File: config.mk
export PLATFORM = sky130hd
export DESIGN_NAME = icache_refill_scheduler
export DESIGN_NICKNAME = d
export VERILOG_FILES = /design/src/rtl/icache_refill_pkg.sv /design/src/rtl/icache_rr_pick.sv /design/src/rtl/icache_refill_scheduler.sv
export SDC_FILE = /design/constraint.sdc
export NUM_CORES = 1
export LEC_CHECK = 0
export BUFFER_PORTS_ARGS = -buffer_cell sky130_fd_sc_hd__clkbuf_2
export CORE_AREA = 3 3 168 170
export CTS_BUF_LIST = sky130_fd_sc_hd__clkbuf_4 sky130_fd_sc_hd__clkbuf_8
export DETAILED_ROUTE_END_ITERATION = 12
export DIE_AREA = 0 0 171 173
export SETUP_SLACK_MARGIN = 0.05
export SLEW_MARGIN = 5
export SYNTH_ARGS = -nofsm -noshare
export SYNTH_HDL_FRONTEND = slang
export SYNTH_HIERARCHICAL = 1
export SYNTH_SLANG_ARGS = --single-unit
File: constraint.sdc
create_clock -name clk -period 13.27 [get_ports clk]
set_input_delay 3.981 -clock clk [delete_from_list [all_inputs] [get_ports clk]]
set_output_delay 3.981 -clock clk [all_outputs]
set_load 0.02 [all_outputs]
File: src/rtl/icache_refill_pkg.sv
// Shared types and sizing helpers for the instruction-cache refill scheduler.
// Provides the tag width, the outstanding-counter width and the arbiter FSM states.
package icache_refill_pkg;

  typedef enum logic {
    ARB  = 1'b0,
    HOLD = 1'b1
  } state_e;

  // A single requester still needs one tag bit.
  function automatic int log_n(input int n);
    return (n <= 2) ? 1 : $clog2(n);
  endfunction

  function automatic int cnt_width(input int max_out);
    return (max_out < 1) ? 1 : $clog2(max_out + 1);
  endfunction

endpackage

File: src/rtl/icache_rr_pick.sv
// Combinational round-robin picker: the first eligible index at or after ptr_i,
// wrapping at N. The index range need not be a power of two.
module icache_rr_pick
  import icache_refill_pkg::*;
#(
  parameter int N  = 4,
  parameter int PW = log_n(N)
) (
  input  logic [N-1:0]  elig_i,
  input  logic [PW-1:0] ptr_i,
  output logic [PW-1:0] sel_o,
  output logic          any_valid_o
);

  int idx;

  // Walk the distances from farthest to nearest so the nearest eligible index wins.
  always_comb begin
    sel_o       = '0;
    any_valid_o = |elig_i;
    idx         = 0;
    for (int k = N - 1; k >= 0; k--) begin
      idx = int'(ptr_i) + k;
      if (idx >= N) begin
        idx = idx - N;
      end
      if (elig_i[idx]) begin
        sel_o = PW'(idx);
      end
    end
  end

endmodule

File: src/rtl/icache_refill_scheduler.sv
// Shares one L2 refill port among N_MASTER miss requesters: round-robin issue,
// request held stable until granted, in-flight cap, tag-routed responses.
module icache_refill_scheduler
  import icache_refill_pkg::*;
#(
  parameter  int N_MASTER        = 4,
  parameter  int ADDR_WIDTH      = 32,
  parameter  int DATA_WIDTH      = 128,
  parameter  int MAX_OUTSTANDING = 2,
  localparam int LOG_N           = log_n(N_MASTER)
) (
  input  logic                                clk,
  input  logic                                rst_n,
  input  logic [N_MASTER-1:0]                 req_i,
  input  logic [N_MASTER-1:0][ADDR_WIDTH-1:0] add_i,
  output logic [N_MASTER-1:0]                 gnt_o,
  output logic [N_MASTER-1:0]                 r_valid_o,
  output logic [DATA_WIDTH-1:0]               r_rdata_o,
  output logic                                mem_req_o,
  output logic [ADDR_WIDTH-1:0]               mem_add_o,
  output logic [LOG_N-1:0]                    mem_ID_o,
  input  logic                                mem_gnt_i,
  input  logic                                mem_r_valid_i,
  input  logic [LOG_N-1:0]                    mem_r_ID_i,
  input  logic [DATA_WIDTH-1:0]               mem_r_rdata_i,
  output logic                                err_o
);

  localparam int            CW      = cnt_width(MAX_OUTSTANDING);
  localparam logic [CW-1:0] MAX_CNT = CW'(MAX_OUTSTANDING);
  localparam logic [LOG_N-1:0] LAST_IDX = LOG_N'(N_MASTER - 1);

  state_e                  state_q, state_d;
  logic [LOG_N-1:0]        rr_ptr_q, rr_ptr_d;
  logic [N_MASTER-1:0]     pending_q, pending_d;
  logic [CW-1:0]           out_cnt_q, out_cnt_d;
  logic                    err_q, err_d;
  logic [LOG_N-1:0]        hold_idx_q, hold_idx_d;
  logic [ADDR_WIDTH-1:0]   hold_add_q, hold_add_d;

  logic [N_MASTER-1:0]     eligible;
  logic                    blocked;
  logic [LOG_N-1:0]        pick_sel;
  logic                    pick_any;
  logic                    issue;
  logic [LOG_N-1:0]        issue_idx;
  logic                    handshake;
  logic                    resp_hit;
  logic                    resp_bad;

  assign eligible = req_i & ~pending_q;
  assign blocked  = (out_cnt_q == MAX_CNT);

  icache_rr_pick #(
    .N  (N_MASTER),
    .PW (LOG_N)
  ) u_rr_pick (
    .elig_i      (eligible),
    .ptr_i       (rr_ptr_q),
    .sel_o       (pick_sel),
    .any_valid_o (pick_any)
  );

  // State register.
  always_ff @(posedge clk or negedge rst_n) begin
    if (!rst_n) begin
      state_q <= ARB;
    end else begin
      state_q <= state_d;
    end
  end

  // Next-state logic.
  always_comb begin
    state_d = state_q;
    unique case (state_q)
      ARB:     if (issue && !mem_gnt_i) state_d = HOLD;
      HOLD:    if (mem_gnt_i)           state_d = ARB;
      default: state_d = ARB;
    endcase
  end

  // Issue outputs; qualified by rst_n so nothing is presented while reset is asserted.
  always_comb begin
    issue     = 1'b0;
    issue_idx = '0;
    mem_add_o = '0;
    if (rst_n) begin
      unique case (state_q)
        HOLD: begin
          issue     = 1'b1;
          issue_idx = hold_idx_q;
          mem_add_o = hold_add_q;
        end
        default: begin
          if (!blocked && pick_any) begin
            issue     = 1'b1;
            issue_idx = pick_sel;
            mem_add_o = add_i[pick_sel];
          end
        end
      endcase
    end
  end

  assign mem_req_o = issue;
  assign mem_ID_o  = issue_idx;
  assign handshake = issue & mem_gnt_i;
  assign r_rdata_o = mem_r_rdata_i;

  // Per-requester grant and response decode; a tag beyond N_MASTER-1 matches nobody.
  for (genvar gi = 0; gi < N_MASTER; gi++) begin : g_port
    assign gnt_o[gi]     = handshake && (issue_idx == LOG_N'(gi));
    assign r_valid_o[gi] = mem_r_valid_i && (mem_r_ID_i == LOG_N'(gi)) && pending_q[gi];
  end

  assign resp_hit = |r_valid_o;
  assign resp_bad = mem_r_valid_i & ~resp_hit;

  always_comb begin
    hold_idx_d = hold_idx_q;
    hold_add_d = hold_add_q;
    if (state_q == ARB && issue && !mem_gnt_i) begin
      hold_idx_d = issue_idx;
      hold_add_d = mem_add_o;
    end

    rr_ptr_d = rr_ptr_q;
    if (handshake) begin
      rr_ptr_d = (issue_idx == LAST_IDX) ? '0 : issue_idx + LOG_N'(1);
    end

    // A granted requester is never pending, so clear-then-set cannot collide.
    pending_d = (pending_q & ~r_valid_o) | gnt_o;

    out_cnt_d = out_cnt_q;
    if (handshake && !resp_hit) begin
      out_cnt_d = out_cnt_q + CW'(1);
    end else if (!handshake && resp_hit) begin
      out_cnt_d = out_cnt_q - CW'(1);
    end

    err_d = err_q | resp_bad;
  end

  always_ff @(posedge clk or negedge rst_n) begin
    if (!rst_n) begin
      rr_ptr_q   <= '0;
      pending_q  <= '0;
      out_cnt_q  <= '0;
      err_q      <= 1'b0;
      hold_idx_q <= '0;
      hold_add_q <= '0;
    end else begin
      rr_ptr_q   <= rr_ptr_d;
      pending_q  <= pending_d;
      out_cnt_q  <= out_cnt_d;
      err_q      <= err_d;
      hold_idx_q <= hold_idx_d;
      hold_add_q <= hold_add_d;
    end
  end

  assign err_o = err_q;

endmodule
After elaboration in Yosys (flattened, before gate mapping)
Index checks and enable logic that the tools add are counted.
Storage, ports and cells
  bits in registers: 44
  output and inout port bits: 172
  word-level logic and storage cells: 107
Operators by class
  $add $sub $neg: 10
  magnitude comparators: 9
  equal/unequal tests: 7
  mux-type cells: 37
  bitwise logic cells: 10
  reduce and logical (&&, ||, !) cells: 27
Operator list (number)
  32-bit two-way mux: 8
  32-bit by 4-bit less-than comparator with 1-bit output (second input constant): 4
  32-bit by 4-bit greater-or-equal comparator with 1-bit output (second input constant): 3
  32-bit by 4-bit subtractor with 32-bit output (second input constant): 3
  32-bit binary-select mux with 2-bit select: 1
  2-bit two-way mux: 10
  1-bit logical AND: 18
  1-bit two-way mux: 13
  2-bit equality test (second input constant): 5
  4-bit AND: 2
  1-bit binary-select mux with 2-bit select: 4
  4-bit NOT: 2
  4-bit OR reduction: 2
  2-bit by 2-bit adder with 3-bit output (second input constant): 2
  2-bit by 1-bit adder with 2-bit output (second input constant): 2
  2-bit by 1-bit equality test with 1-bit output (second input constant): 2
  1-bit zero test: 4
  2-bit zero test: 2
  4-bit bitwise OR: 1
  2-bit by 3-bit subtractor with 4-bit output (second input constant): 1
  2-bit by 1-bit adder with 3-bit output (second input constant): 1
  2-bit by 3-bit greater-or-equal comparator with 1-bit output (second input constant): 1
  2-bit by 3-bit less-than comparator with 1-bit output (second input constant): 1
  1-bit AND: 2
  5 further kinds: 6

Depth between registers and ports, before layout
  depth in word-level cells: 16
  gate-level depth with buffers: 11

By module
The synthesis kept the hierarchy.
Modules (own cells, without submodules)
  icache_refill_scheduler: times used 1, cells an instance 349, area an instance 3978.8 um^2, seq. area each 1101.1 um^2
  icache_rr_pick: times used 1, cells an instance 13, area an instance 77.6 um^2, seq. area each 0.0 um^2

Worst setup path after synthesis
Ideal clock, no wire load.
  path kind: input -> output
  start: in req_i[1]
  end: out gnt_o[2]
  data arrival time: 6.096 ns
  data required time: 9.289 ns
  path slack: 3.193 ns
  cell stages on the path: 10
  path buffers: 2
  cell sequence: nor2b_1 nor3b_1 a211oi_1 nor2_1 clkbuf_1 clkbuf_1 nand3b_1 a21oi_1 ha_1 and2_1
On the way
  word-level cells in the longest chain between the ends: 13
RTL lines
  from (decl): RTL line icache_refill_scheduler.sv:14  | input logic [N_MASTER-1:0] req_i,
  4-bit AND *: RTL line icache_refill_scheduler.sv:51  | assign eligible = req_i & ~pending_q;
  1-bit binary-select mux with 2-bit select: RTL line icache_rr_pick.sv:27  | if (elig_i[idx]) begin
  1-bit two-way mux (not written as such) (2 in series): RTL line icache_rr_pick.sv:27
  2-bit two-way mux (3 in series): RTL line icache_rr_pick.sv:27
  2-bit two-way mux *: RTL line icache_rr_pick.sv:27
  via pick_sel[1]: RTL line icache_refill_scheduler.sv:43  | logic [LOG_N-1:0] pick_sel;
  2-bit two-way mux *: RTL line icache_refill_scheduler.sv:96  | if (!blocked && pick_any) begin
  2-bit two-way mux *: RTL line icache_refill_scheduler.sv:89  | unique case (state_q)
  2-bit two-way mux *: RTL line icache_refill_scheduler.sv:88  | if (rst_n) begin
  via mem_ID_o[1]: RTL line icache_refill_scheduler.sv:21  | output logic [LOG_N-1:0] mem_ID_o,
  2-bit equality test *: RTL line icache_refill_scheduler.sv:113  | assign gnt_o[gi] = handshake && (issue_idx == LOG_N'(gi));
  1-bit logical AND *: RTL line icache_refill_scheduler.sv:113
  to (decl): RTL line icache_refill_scheduler.sv:16  | output logic [N_MASTER-1:0] gnt_o,
Mark *: on every way through the listed nets, which the timed path passes. The rest lies on a longest branch. The select of a mux whose other input is x is not followed.

Worst setup path after layout
  start: in req_i[3]
  end: out mem_add_o[13]
On the way
  word-level cells in the longest chain between the ends: 13
RTL lines
  4-bit AND *: RTL line icache_refill_scheduler.sv:51
  via eligible[3]: RTL line icache_refill_scheduler.sv:41  | logic [N_MASTER-1:0] eligible;
  1-bit binary-select mux with 2-bit select: RTL line icache_rr_pick.sv:27
  1-bit two-way mux (not written as such) (2 in series): RTL line icache_rr_pick.sv:27
  2-bit two-way mux (3 in series): RTL line icache_rr_pick.sv:27
  2-bit two-way mux *: RTL line icache_rr_pick.sv:27
  via pick_sel[1]: RTL line icache_refill_scheduler.sv:43
  32-bit binary-select mux with 2-bit select *: RTL line icache_refill_scheduler.sv:99  | mem_add_o = add_i[pick_sel];
  32-bit two-way mux (not written as such) *: RTL line icache_refill_scheduler.sv:99
  32-bit two-way mux *: RTL line icache_refill_scheduler.sv:96
  32-bit two-way mux *: RTL line icache_refill_scheduler.sv:89
  32-bit two-way mux *: RTL line icache_refill_scheduler.sv:88
  to (decl): RTL line icache_refill_scheduler.sv:20  | output logic [ADDR_WIDTH-1:0] mem_add_o,
Marks and branches as above.

==> metrics.txt <==
status complete, no violations; post-layout min period 10.35 ns; Area Overhead vs Synth 10.9%; Non-Filler Instances around 750; hold buffers post-CTS 0; dpl cells around 740; share of cells above drive strength 1 63.2%; post-synthesis register bit count 44; total vias in the final route between 2000 and 3000; Cell Rows 60; CTS resizes 0; Pint 508 uW; clk_lat worst skew around 0.33 ns; largest net degree at the start of global routing ~50; Top Ports ~440; ys async rst share between 90% and 100%; Layout Utilization between 15 and 20%; 1st-iter DRT viols 131; most frequent cell after synthesis buf_4; EDFF count, synth 0; PortBufs about 180; initial antenna violation count 2; sequential share of power 27.2%; fmax between 90 and 100 MHz; global-route wire length before repair between 20000 and 25000 um; combinational share of power 59.8%; Tcrit/Tclk final just under 80%; setup bufs post-CTS 0; Chip Height ~170 um; post-synth cell types 34; DR vias/cell 3.88; fillers ~3000; Worst Path Arrival about 6.4 ns; Yosys warning count 6; Die W ~170 um; total CTS buffers 5; synthesized net count between 600 and 700; RR Startpoint pending_q[3]; final wirelength ~14000 um; RSZ-0062 raised after global routing false; net total in the final layout around 680; Max stage delay on crit path between 0.4 and 0.5 ns; top-area cell type share of the netlist area a little over a quarter; root buffer cell clkbuf_8; drt pass-1 iters 5; gpl congestion 0.701; cell area power density 198 nW/um^2; Critical Path Most Common Cell clkbuf_2; die area around 30000 um^2; Max Root-Sink Buffers 2; vias in the first global route around 3200; GRT Overall Usage under 10%; total gr overflow 0; Syn Std Cell Area 4060 um^2; Worst-Margin Slew ~0.83 ns; Initial Utilization approximately 15%; min-delay src hold_add_q[15]; cells along the critical path clkbuf_2, nor2b_1, nand2b_1, a211oi_1, nor2_4, buf_4, mux4_2, a22o_1, clkbuf_2; clock network power share a little over an eighth; endpoints failing hold 0; area of the core 26900 um^2; Sw Ratio between 40% and 50%; Synth Flop Type dfrtp_1; endpoints failing setup 0; worst endpoint required time 9.29 ns; Slew Limit Headroom between 40% and 50%; Slew Viols, Final 0; Startpoint Class primary input; Switch Pwr approximately 380 uW; Final ANT Viol Nets 0; Avg Cell Area, Syn 11.2 um^2; most frequent cells after synthesis 129 x buf_4, 44 x dfrtp_1, 36 x a22o_1; Max-cap violations 0; IR Drop Worst-Case VDD a little over 60 uV; DRC 0; CP Class in -> out; CP max FO 22; clock skew about 0.0081 ns; clock tree sinks 44; register area share after synthesis between 20% and 30%; Ant. Diodes 0; TNS Setup 0 ns; Syn Inst Count 362; Critical Path Sink Type primary output; post-synth top area cell dfrtp_1; DR WL/cell ~19 um; worst setup path startpoint req_i[3]; H-Tree Depth 2; Leak between 0.002 and 0.0025 uW; clock-pin slew on the worst setup and hold paths around 0.1 ns; CTS tree yes; slowest cell on the critical path nor2_4; hpwl dp around 11000 um; Synth area leaders dfrtp_1 27%, buf_4 24%, mux4_2 18%; worst hold path type reg -> reg
==> cells in the final DEF, fill, tap and decap left out, types with 2 or more instances in the layout <==
cell	instances
a22o_1	36
clkbuf_8	5
and2_1	4
mux2_1	12
xor2_1	2
nor2_1	12
nand2_1	5
nor2b_1	5
nand2b_1	3
nand3b_1	2
mux4_2	33
clkbuf_2	180
dfrtp_1	44
inv_1	5
a21oi_1	3
buf_4	6
ha_1	5
mux2_2	24
==> critical path, delay by kind of cell <==
family          cells  cell delay, ns
compound gates      2            0.31
mux                 1            0.46
buf+inv             3            0.68
simple gates        3            0.88
==> registers in the layout (all words and copies together) (netlist names) <==
signal      cells
hold_add_q     32
out_cnt_q       2
state_q         1
rr_ptr_q        2
hold_idx_q      2
pending_q       4
err_o           1
==> logic make-up (layout without fill, tap and decap cells) <==
logic type	count (synthesis)	in the layout	share of synthesized area, %
AND/OR/NAND/NOR	39	39	5.03
buffers and inverters	155	201	27.0
flip-flops	44	44	27.1
XOR/XNOR	3	3	0.648
AO/OA/AOI/OAI	46	46	10.1
adder cells (fa/ha/maj)	5	5	1.54
multiplexers	70	70	28.6
==> cell type report <==
class / count / area (um^2) / share of cell area (%)
multi-input combinational: 163 / 1890 / 41.9
sequential: 44 / 1100 / 24.5
timing repair buffer: 187 / 951 / 21.1
tap: 341 / 427 / 9.49
clock buffer: 5 / 68.8 / 1.53
clock inverter: 3 / 42.5 / 0.946
inverter: 6 / 22.5 / 0.501
==> layer usage <==
metal / global-route usage (%) / wire (um) / part of all wire [%] / vias up
met4: 4.69 / 651 / 4.6 / 4
met5: 0 / 27 / 0.19 / -
li1: - / - / - / 1261
met3: 3.93 / 1340 / 9.6 / 67
met1: 10.2 / 5170 / 37 / 1411
met2: 15.6 / 6810 / 49 / 162
==> metrics by stage <==
stage	power (uW)	cell area (um^2)	hold WS [ns]	setup slack (ns)
final	891	4500	0.498	2.92
after global routing	969	4500	0.524	2.69
after CTS	922	4500	0.501	2.80
after detailed placement	796	4390	0.475	2.79
after global placement	782	4390	0.470	2.89
after floorplan	676	4060	0.458	3.19
==> worst paths after layout <==
path / slack [ns] / endpoint / depth (start not counted)
max reg2reg: 9.69 / hold_add_q[16] / 9
max in group asynchronous: 9.02 / hold_add_q[29] / 2
max: 2.92 / mem_add_o[13] / 9
min: 0.50 / hold_add_q[15] / 1
min in group asynchronous: 3.76 / err_o / 2
min reg2reg: 0.50 / hold_add_q[15] / 1
==> power groups by stage <==
| stage | registers (uW) | clock network, uW | logic (uW) |
|---|---|---|---|
| 2_1_floorplan | 230 | 0 | 446 |
| 3_3_place_gp | 243 | 0 | 539 |
| 3_5_place_dp | 246 | 0 | 550 |
| 4_1_cts | 243 | 126 | 552 |
| 5_1_grt | 252 | 131 | 586 |
| 6_report | 243 | 116 | 533 |
Power figures use the tool's default switching activity.
